### config.mk
export PLATFORM = sky130hd
export DESIGN_NAME = time_set_ctrl_flat
export DESIGN_NICKNAME = d
export VERILOG_FILES = /design/src/rtl/time_set_ctrl_if.sv /design/src/rtl/time_set_ctrl.sv /design/src/flat_wrapper.sv
export SDC_FILE = /design/constraint.sdc
export NUM_CORES = 1
export LEC_CHECK = 0
export ABC_AREA = 0
export CAP_MARGIN = 20
export CORE_MARGIN = 8
export CORE_UTILIZATION = 49
export DETAILED_ROUTE_END_ITERATION = 6
export GPL_TIMING_DRIVEN = 0
export PLACE_DENSITY = 0.69
export REMOVE_ABC_BUFFERS = 1
export SYNTH_ARGS = -nofsm -noshare
export SYNTH_HDL_FRONTEND = slang
export SYNTH_SLANG_ARGS = --single-unit
### constraint.sdc
create_clock -name clk -period 2.55 [get_ports clk]
set_input_delay 0.51 -clock clk [delete_from_list [all_inputs] [get_ports clk]]
set_output_delay 0.51 -clock clk [all_outputs]
set_load 0.05 [all_outputs]
### src/rtl/time_set_ctrl_if.sv
// Command/status bus from the time-setting controller to the timekeeper and display.
// The controller holds set_all_times for a whole commit window; the timekeeper samples it
// on its own 100 Hz tick, so there is no valid/ready pair: a nonzero code is the "valid",
// and acceptance is guaranteed by the hold time rather than acknowledged.
interface time_set_ctrl_if;
    logic [1:0] set_all_times;
    logic [5:0] btn_time_set;
    logic [5:0] btn_min_set;
    logic       editing;
    logic [1:0] field_sel;
    logic       blink;
    logic [2:0] dbg_state;

    modport master (
        output set_all_times, btn_time_set, btn_min_set,
        output editing, field_sel, blink, dbg_state
    );
    modport slave (
        input set_all_times, btn_time_set, btn_min_set,
        input editing, field_sel, blink, dbg_state
    );
endinterface

### src/rtl/time_set_ctrl.sv
// Button-driven clock/reminder time-setting controller with timed commit commands.
// Optional hold-to-repeat on up/down is enabled by defining TIME_SET_AUTOREPEAT_EN.
module time_set_ctrl #(
    parameter int COMMIT_TICKS   = 3,
    parameter int TIMEOUT_TICKS  = 1000,
    parameter int BLINK_TICKS    = 50,
    parameter int REMIND_DEFAULT = 10
) (
    input  logic       clk,
    input  logic       reset,
    input  logic       tick,
    input  logic       power_on,
    input  logic       btn_enter,
    input  logic       btn_next,
    input  logic       btn_up,
    input  logic       btn_down,
    input  logic [5:0] cur_hour,
    input  logic [5:0] cur_minute,
    time_set_ctrl_if.master bus
);
    localparam int TW = $clog2(TIMEOUT_TICKS + 1);
    localparam int BW = $clog2(BLINK_TICKS + 1);
    localparam int CW = $clog2(COMMIT_TICKS + 1);
    localparam logic [TW-1:0] TO_LAST = TW'(TIMEOUT_TICKS - 1);
    localparam logic [BW-1:0] BL_LAST = BW'(BLINK_TICKS - 1);
    localparam logic [CW-1:0] CM_LAST = CW'(COMMIT_TICKS - 1);

    typedef enum logic [2:0] {
        ST_IDLE          = 3'd0,
        ST_EDIT_HOUR     = 3'd1,
        ST_EDIT_MIN      = 3'd2,
        ST_EDIT_REMIND   = 3'd3,
        ST_COMMIT_CLOCK  = 3'd4,
        ST_COMMIT_REMIND = 3'd5
    } state_e;

    function automatic logic is_edit(input state_e s);
        return (s == ST_EDIT_HOUR) || (s == ST_EDIT_MIN) || (s == ST_EDIT_REMIND);
    endfunction

    function automatic logic [5:0] wrap_step(input logic [5:0] v, input logic up,
                                             input logic [5:0] max);
        if (up) return (v == max) ? 6'd0 : v + 6'd1;
        else    return (v == 6'd0) ? max : v - 6'd1;
    endfunction

    // bit order: {down, up, next, enter}
    logic [3:0] meta_q, sync_q, prev_q, rise;
    assign rise = sync_q & ~prev_q;

    state_e         state_q, state_d;
    logic [5:0]     edit_hour_q, edit_hour_d, edit_min_q, edit_min_d;
    logic [5:0]     edit_remind_q, edit_remind_d, remind_hour_q, remind_hour_d;
    logic [TW-1:0]  idle_cnt_q, idle_cnt_d;
    logic [BW-1:0]  blink_cnt_q, blink_cnt_d;
    logic [CW-1:0]  commit_cnt_q, commit_cnt_d;
    logic           blink_q, blink_d;
    logic [1:0]     sat_q, sat_d, field_q, field_d;
    logic [5:0]     bts_q, bts_d, bms_q, bms_d;
    logic           editing_q, editing_d;
    logic           in_edit, rep_up, rep_dn, step_up, step_dn, field_change;

    assign in_edit = is_edit(state_q);

`ifdef TIME_SET_AUTOREPEAT_EN
    // First repeat after 50 held ticks, then every 10 ticks (counter reloads to 40).
    logic [5:0] hold_cnt_q, hold_cnt_d;
    logic       held_up, held_dn;
    assign held_up = sync_q[2] & ~sync_q[3];
    assign held_dn = sync_q[3] & ~sync_q[2];

    always_comb begin
        hold_cnt_d = hold_cnt_q;
        rep_up     = 1'b0;
        rep_dn     = 1'b0;
        if (!in_edit || !(held_up || held_dn) || rise[2] || rise[3]) begin
            hold_cnt_d = 6'd0;
        end else if (tick) begin
            if (hold_cnt_q == 6'd49) begin
                hold_cnt_d = 6'd40;
                rep_up     = held_up;
                rep_dn     = held_dn;
            end else begin
                hold_cnt_d = hold_cnt_q + 6'd1;
            end
        end
    end

    always_ff @(posedge clk or negedge reset) begin
        if (!reset) hold_cnt_q <= 6'd0;
        else        hold_cnt_q <= hold_cnt_d;
    end
`else
    assign rep_up = 1'b0;
    assign rep_dn = 1'b0;
`endif

    assign step_up = in_edit & ((rise[2] & ~rise[3]) | rep_up);
    assign step_dn = in_edit & ((rise[3] & ~rise[2]) | rep_dn);

    always_ff @(posedge clk or negedge reset) begin
        if (!reset) begin
            meta_q        <= '0;
            sync_q        <= '0;
            prev_q        <= '0;
            state_q       <= ST_IDLE;
            edit_hour_q   <= '0;
            edit_min_q    <= '0;
            edit_remind_q <= 6'(REMIND_DEFAULT);
            remind_hour_q <= 6'(REMIND_DEFAULT);
            idle_cnt_q    <= '0;
            blink_cnt_q   <= '0;
            commit_cnt_q  <= '0;
            blink_q       <= 1'b0;
            sat_q         <= 2'b00;
            bts_q         <= '0;
            bms_q         <= '0;
            editing_q     <= 1'b0;
            field_q       <= 2'b00;
        end else begin
            meta_q        <= {btn_down, btn_up, btn_next, btn_enter};
            sync_q        <= meta_q;
            prev_q        <= sync_q;
            state_q       <= state_d;
            edit_hour_q   <= edit_hour_d;
            edit_min_q    <= edit_min_d;
            edit_remind_q <= edit_remind_d;
            remind_hour_q <= remind_hour_d;
            idle_cnt_q    <= idle_cnt_d;
            blink_cnt_q   <= blink_cnt_d;
            commit_cnt_q  <= commit_cnt_d;
            blink_q       <= blink_d;
            sat_q         <= sat_d;
            bts_q         <= bts_d;
            bms_q         <= bms_d;
            editing_q     <= editing_d;
            field_q       <= field_d;
        end
    end

    always_comb begin
        state_d       = state_q;
        edit_hour_d   = edit_hour_q;
        edit_min_d    = edit_min_q;
        edit_remind_d = edit_remind_q;
        remind_hour_d = remind_hour_q;
        commit_cnt_d  = commit_cnt_q;
        field_change  = 1'b0;
        unique case (state_q)
            ST_IDLE: begin
                commit_cnt_d = '0;
                if (rise[0] && power_on) begin
                    edit_hour_d   = cur_hour;
                    edit_min_d    = cur_minute;
                    edit_remind_d = remind_hour_q;
                    state_d       = ST_EDIT_HOUR;
                end
            end
            ST_EDIT_HOUR, ST_EDIT_MIN, ST_EDIT_REMIND: begin
                commit_cnt_d = '0;
                if (rise[0]) begin
                    if (state_q == ST_EDIT_REMIND) begin
                        remind_hour_d = edit_remind_q;
                        state_d       = ST_COMMIT_REMIND;
                    end else begin
                        state_d = ST_COMMIT_CLOCK;
                    end
                end else if (rise[1]) begin
                    field_change = 1'b1;
                    state_d = (state_q == ST_EDIT_HOUR) ? ST_EDIT_MIN :
                              (state_q == ST_EDIT_MIN)  ? ST_EDIT_REMIND : ST_EDIT_HOUR;
                end else if (step_up || step_dn) begin
                    if (state_q == ST_EDIT_HOUR)
                        edit_hour_d = wrap_step(edit_hour_q, step_up, 6'd23);
                    else if (state_q == ST_EDIT_MIN)
                        edit_min_d = wrap_step(edit_min_q, step_up, 6'd59);
                    else
                        edit_remind_d = wrap_step(edit_remind_q, step_up, 6'd23);
                end else if (tick && idle_cnt_q == TO_LAST) begin
                    edit_remind_d = remind_hour_q;
                    state_d       = ST_IDLE;
                end
            end
            ST_COMMIT_CLOCK, ST_COMMIT_REMIND: begin
                if (tick) begin
                    if (commit_cnt_q == CM_LAST) state_d = ST_IDLE;
                    else commit_cnt_d = commit_cnt_q + CW'(1);
                end
            end
            default: state_d = ST_IDLE;
        endcase

        // Power loss overrides everything, including a reminder commit in flight.
        if (!power_on) begin
            state_d       = ST_IDLE;
            remind_hour_d = remind_hour_q;
            edit_remind_d = remind_hour_q;
        end

        idle_cnt_d = idle_cnt_q;
        if (!is_edit(state_d) || !in_edit || rise[0] || rise[1] || step_up || step_dn)
            idle_cnt_d = '0;
        else if (tick)
            idle_cnt_d = idle_cnt_q + TW'(1);

        blink_d     = blink_q;
        blink_cnt_d = blink_cnt_q;
        if (!is_edit(state_d)) begin
            blink_d     = 1'b0;
            blink_cnt_d = '0;
        end else if (!in_edit || field_change) begin
            blink_d     = 1'b1;
            blink_cnt_d = '0;
        end else if (tick) begin
            if (blink_cnt_q == BL_LAST) begin
                blink_d     = ~blink_q;
                blink_cnt_d = '0;
            end else begin
                blink_cnt_d = blink_cnt_q + BW'(1);
            end
        end
    end

    // Outputs are decoded from the next state so they register on the same edge as the state.
    always_comb begin
        sat_d     = 2'b00;
        bts_d     = edit_hour_d;
        bms_d     = edit_min_d;
        editing_d = 1'b0;
        field_d   = 2'b00;
        unique case (state_d)
            ST_EDIT_HOUR:     begin editing_d = 1'b1; field_d = 2'b01; end
            ST_EDIT_MIN:      begin editing_d = 1'b1; field_d = 2'b10; end
            ST_EDIT_REMIND:   begin editing_d = 1'b1; field_d = 2'b11; end
            ST_COMMIT_CLOCK:  sat_d = 2'b01;
            ST_COMMIT_REMIND: begin sat_d = 2'b10; bts_d = remind_hour_d; end
            default: ;
        endcase
    end

    assign bus.set_all_times = sat_q;
    assign bus.btn_time_set  = bts_q;
    assign bus.btn_min_set   = bms_q;
    assign bus.editing       = editing_q;
    assign bus.field_sel     = field_q;
    assign bus.blink         = blink_q;
    assign bus.dbg_state     = state_q;
endmodule
### src/flat_wrapper.sv
// flat-port wrapper written by rule: the top's interface ports become plain ports
module time_set_ctrl_flat 
#(
    parameter int COMMIT_TICKS   = 3,
    parameter int TIMEOUT_TICKS  = 1000,
    parameter int BLINK_TICKS    = 50,
    parameter int REMIND_DEFAULT = 10
)
  (clk, reset, tick, power_on, btn_enter, btn_next, btn_up, btn_down, cur_hour, cur_minute, bus_set_all_times, bus_btn_time_set, bus_btn_min_set, bus_editing, bus_field_sel, bus_blink, bus_dbg_state);
  time_set_ctrl_if bus_i ();
  input  logic clk;
  input  logic reset;
  input  logic tick;
  input  logic power_on;
  input  logic btn_enter;
  input  logic btn_next;
  input  logic btn_up;
  input  logic btn_down;
  input  logic [5:0] cur_hour;
  input  logic [5:0] cur_minute;
  output wire logic [$bits(bus_i.set_all_times)-1:0] bus_set_all_times;
  output wire logic [$bits(bus_i.btn_time_set)-1:0] bus_btn_time_set;
  output wire logic [$bits(bus_i.btn_min_set)-1:0] bus_btn_min_set;
  output wire logic [$bits(bus_i.editing)-1:0] bus_editing;
  output wire logic [$bits(bus_i.field_sel)-1:0] bus_field_sel;
  output wire logic [$bits(bus_i.blink)-1:0] bus_blink;
  output wire logic [$bits(bus_i.dbg_state)-1:0] bus_dbg_state;
  assign bus_set_all_times = bus_i.set_all_times;
  assign bus_btn_time_set = bus_i.btn_time_set;
  assign bus_btn_min_set = bus_i.btn_min_set;
  assign bus_editing = bus_i.editing;
  assign bus_field_sel = bus_i.field_sel;
  assign bus_blink = bus_i.blink;
  assign bus_dbg_state = bus_i.dbg_state;
  time_set_ctrl #(.COMMIT_TICKS(COMMIT_TICKS), .TIMEOUT_TICKS(TIMEOUT_TICKS), .BLINK_TICKS(BLINK_TICKS), .REMIND_DEFAULT(REMIND_DEFAULT)) u_core (.clk(clk), .reset(reset), .tick(tick), .power_on(power_on), .btn_enter(btn_enter), .btn_next(btn_next), .btn_up(btn_up), .btn_down(btn_down), .cur_hour(cur_hour), .cur_minute(cur_minute), .bus(bus_i));
endmodule
==> summary.txt <==
starting utilization of the core area -> 50.9%
fraction of the yosys area taken by sequential cells -> 41.2%
area occupied by multi-input gates -> 2300 µm²
detailed-route DRC error count -> 0
setup repair after global routing missed its margin -> no
HP Class -> in2async
Worst Hold Slack -> 273 ps
ratio of cells with drive above 1 in the final layout -> 14.6%
Inserted Diodes -> 0
wire length of the first global-routing pass -> 16100 µm
total number of vias -> 3371
Synth area leaders -> dfrtp_1 39%, mux2_2 4.6%, ha_1 3.9%, o21ai_0 3.2%, nand2_1 2.8%
starting DRC count in detailed routing -> 183
critical path launch point type -> flip-flop
number of buffers inserted during clock tree synthesis -> 9
cell area after technology mapping -> 4200 µm²
reported leakage power -> 1.96 nW
first-pass iteration count of the detailed router -> 4
clock insertion delay at the later pin of the skew report -> 350 ps
slew margin rel. -> 42.6%
Die Area -> 11800 µm²
register bit total from synthesis -> 69
CP arrival -> 2590 ps
number of rows in the core area -> 33
multiplexer area fraction after synthesis -> 5.54%
total number of yosys warnings -> 0
number of max-capacitance violations reported -> 0
combinational family with the most area after synthesis -> simple AND/OR/NAND/NOR gates
Worst Max-Slew Pin Slew -> 861 ps
fraction of registers with async set or reset after synthesis -> 100%
distinct cell type count after synthesis -> 71
CTS tree -> done
overflow left after global routing -> 0
FF/Latch Area -> 1730 µm²
worst clock skew -> 9.13 ps
area fraction in compound gates after synthesis -> 18.1%
routed wirelength normalized by instance count -> 16.6 µm
Synth Instances -> 436
simple-gate portion of the synthesized area -> 22.0%
largest net degree at the start of global routing -> 70
Setup crit end kind -> flip-flop
post-DP HPWL -> 6720 µm
xor and xnor area share after synthesis -> 4.58%
final-report setup violation count -> 0
VDD IR-drop max -> 340 µV
number of sinks driven by the clock tree -> 69
kind of critical path -> reg2reg
final worst-path cycle share -> 92.1%
number of vias per cell -> 5.83
Max Buffers Root-to-Sink -> 2
Adder-Cell Fraction of Synth Area -> 3.87%
synthesized area per cell -> 9.64 µm²
PD cells -> 636 nW/µm²
Chip Height -> 109 µm
initial antenna violation count -> 0
global placer's final weighted congestion -> 0.844
quantity of I/O buffers inserted on ports -> 40
via count of the first global-routing pass -> 3249
critical path required time -> 2790 ps
Core Region -> 8260 µm²
maximum fanout along the worst path -> 11
area growth from synthesis to layout -> 15.6%
endpoints failing hold -> 0
I/O Pins -> 41
top cell type's share of synthesized area -> 38.7%
Final Critical Period -> 2350 ps
Hold-fix buffers, CTS -> 0
routed wire length -> 9620 µm
post-synthesis cell type with the largest combined area -> dfrtp_1
placed inst area -> 4620 µm²
number of H-tree branching levels -> 3
clock tree root buffer cell -> clkbuf_8
leading register cell type out of synthesis -> dfrtp_1
Peak Freq -> 426 MHz
net count reported at finish -> 501
number of max-slew violations in the final report -> 0
count of flip-flops with a built-in enable after synthesis -> 0
total chip power -> 0.00309 W
result of the run -> completed
post-route cell area -> 4860 µm²
residual antenna-violating net count after detailed routing -> 0
fill cell instance count of the final layout -> 721
horizontal die dimension -> 109 µm
CTS clk-pin slew, worst paths -> 80 ps
final core occ -> 58.9%
GR Util All Layers -> 17.1%
worst max-delay path, stage by stage, from the launching register on:
cell and delay [ps]:
dfrtp_1 370, nor2b_4 380, xnor2_4 220, a21oi_2 150, o311ai_4 410, and2b_2 330
mux2_2 370
sequential cells by signal, summed over array words and instances (netlist names), 3 cells and up:
register,count
u_core.blink_cnt_q,6
u_core.bus.btn_time_set,6
u_core.bus.dbg_state,3
u_core.edit_hour_q,6
u_core.edit_min_q,6
u_core.edit_remind_q,6
u_core.idle_cnt_q,10
u_core.meta_q,4
u_core.prev_q,4
u_core.remind_hour_q,6
u_core.sync_q,4
report_power, final:
group	internal, W	switching, W
clock	0.000461	0.000444
sequential	0.00118	0.000126
combinational	0.000343	0.000531
total	0.00199	0.00110
cells in the mapped netlist (10+ instances only):
cell and count:
dfrtp_1 65, nand2_1 31, nor2_1 30, o21ai_0 27
nand3_1 22, inv_1 20, a21oi_1 18, nor3_1 18
mux2_2 17, ha_1 13, and2_1 12, and3_1 10
area by class of cell:
type | instances | area share (%)
Inverter | 20 | 1.54
Sequential cell | 69 | 35.7
Tap cell | 105 | 2.70
Clock inverter | 6 | 1.44
Multi-Input combinational cell | 325 | 47.3
Timing Repair Buffer | 43 | 8.73
Clock buffer | 10 | 2.63
stage by stage:
stage | setup TNS (ps) | setup WS (ps) | cells
6_report | 0 | 201 | 578
5_1_grt | 0 | 75.9 | 578
4_1_cts | 0 | 17.3 | 578
3_5_place_dp | -24760 | -788 | 560
3_3_place_gp | -116030 | -1350 | 559
2_1_floorplan | -287 | -158 | 414
kinds of logic after synthesis:
group / count (synthesis)
and+or+nand+nor: 168
AOI/OAI and AO/OA: 104
DFF: 69
buffers and inverters: 42
muxes: 21
xor gates and xnor gates: 19
adders and majority gates: 13
path summary, 6_finish.rpt:
check	startpoint	end	slack (ps)	cells past startpoint
max	u_core.sync_q[2]	u_core.bus.btn_time_set[2]	200	6
max reg2reg	u_core.sync_q[2]	u_core.bus.btn_time_set[2]	200	6
max in group asynchronous	reset	u_core.bus.dbg_state[1]	1690	1
min reg2reg	u_core.meta_q[0]	u_core.sync_q[0]	360	0
min in group clk	u_core.meta_q[0]	u_core.sync_q[0]	360	0
min	reset	u_core.bus.btn_time_set[4]	270	1
what timing repair did:
| action | 4_1_cts | 5_1_grt |
|---|---|---|
| pin swaps | 2 | 0 |
| setup buffers | 2 | 0 |
| cloned | 0 | 0 |
| setup endpoints to repair | 35 | 12 |
| resized for setup | 5 | 5 |
per-layer routing:
metal	global-route usage, %	wire length [µm]	vias up
li1	-	-	1650
met1	22.4	4430	1612
met2	26.6	4460	92
met3	4.72	526	17
met4	6.16	201	0
met5	0	0	-
cell usage in the layout (no fill, tap or decap), drive strengths merged, types with 18 or more instances in the layout:
cell type,instances
dfrtp,65
nor3,27
clkdlybuf4s50,37
mux2,18
o21ai,27
a21oi,19
nor2,31
nand3,22
inv,22
nand2,31
No activity file was read; power rests on OpenSTA's default activity.
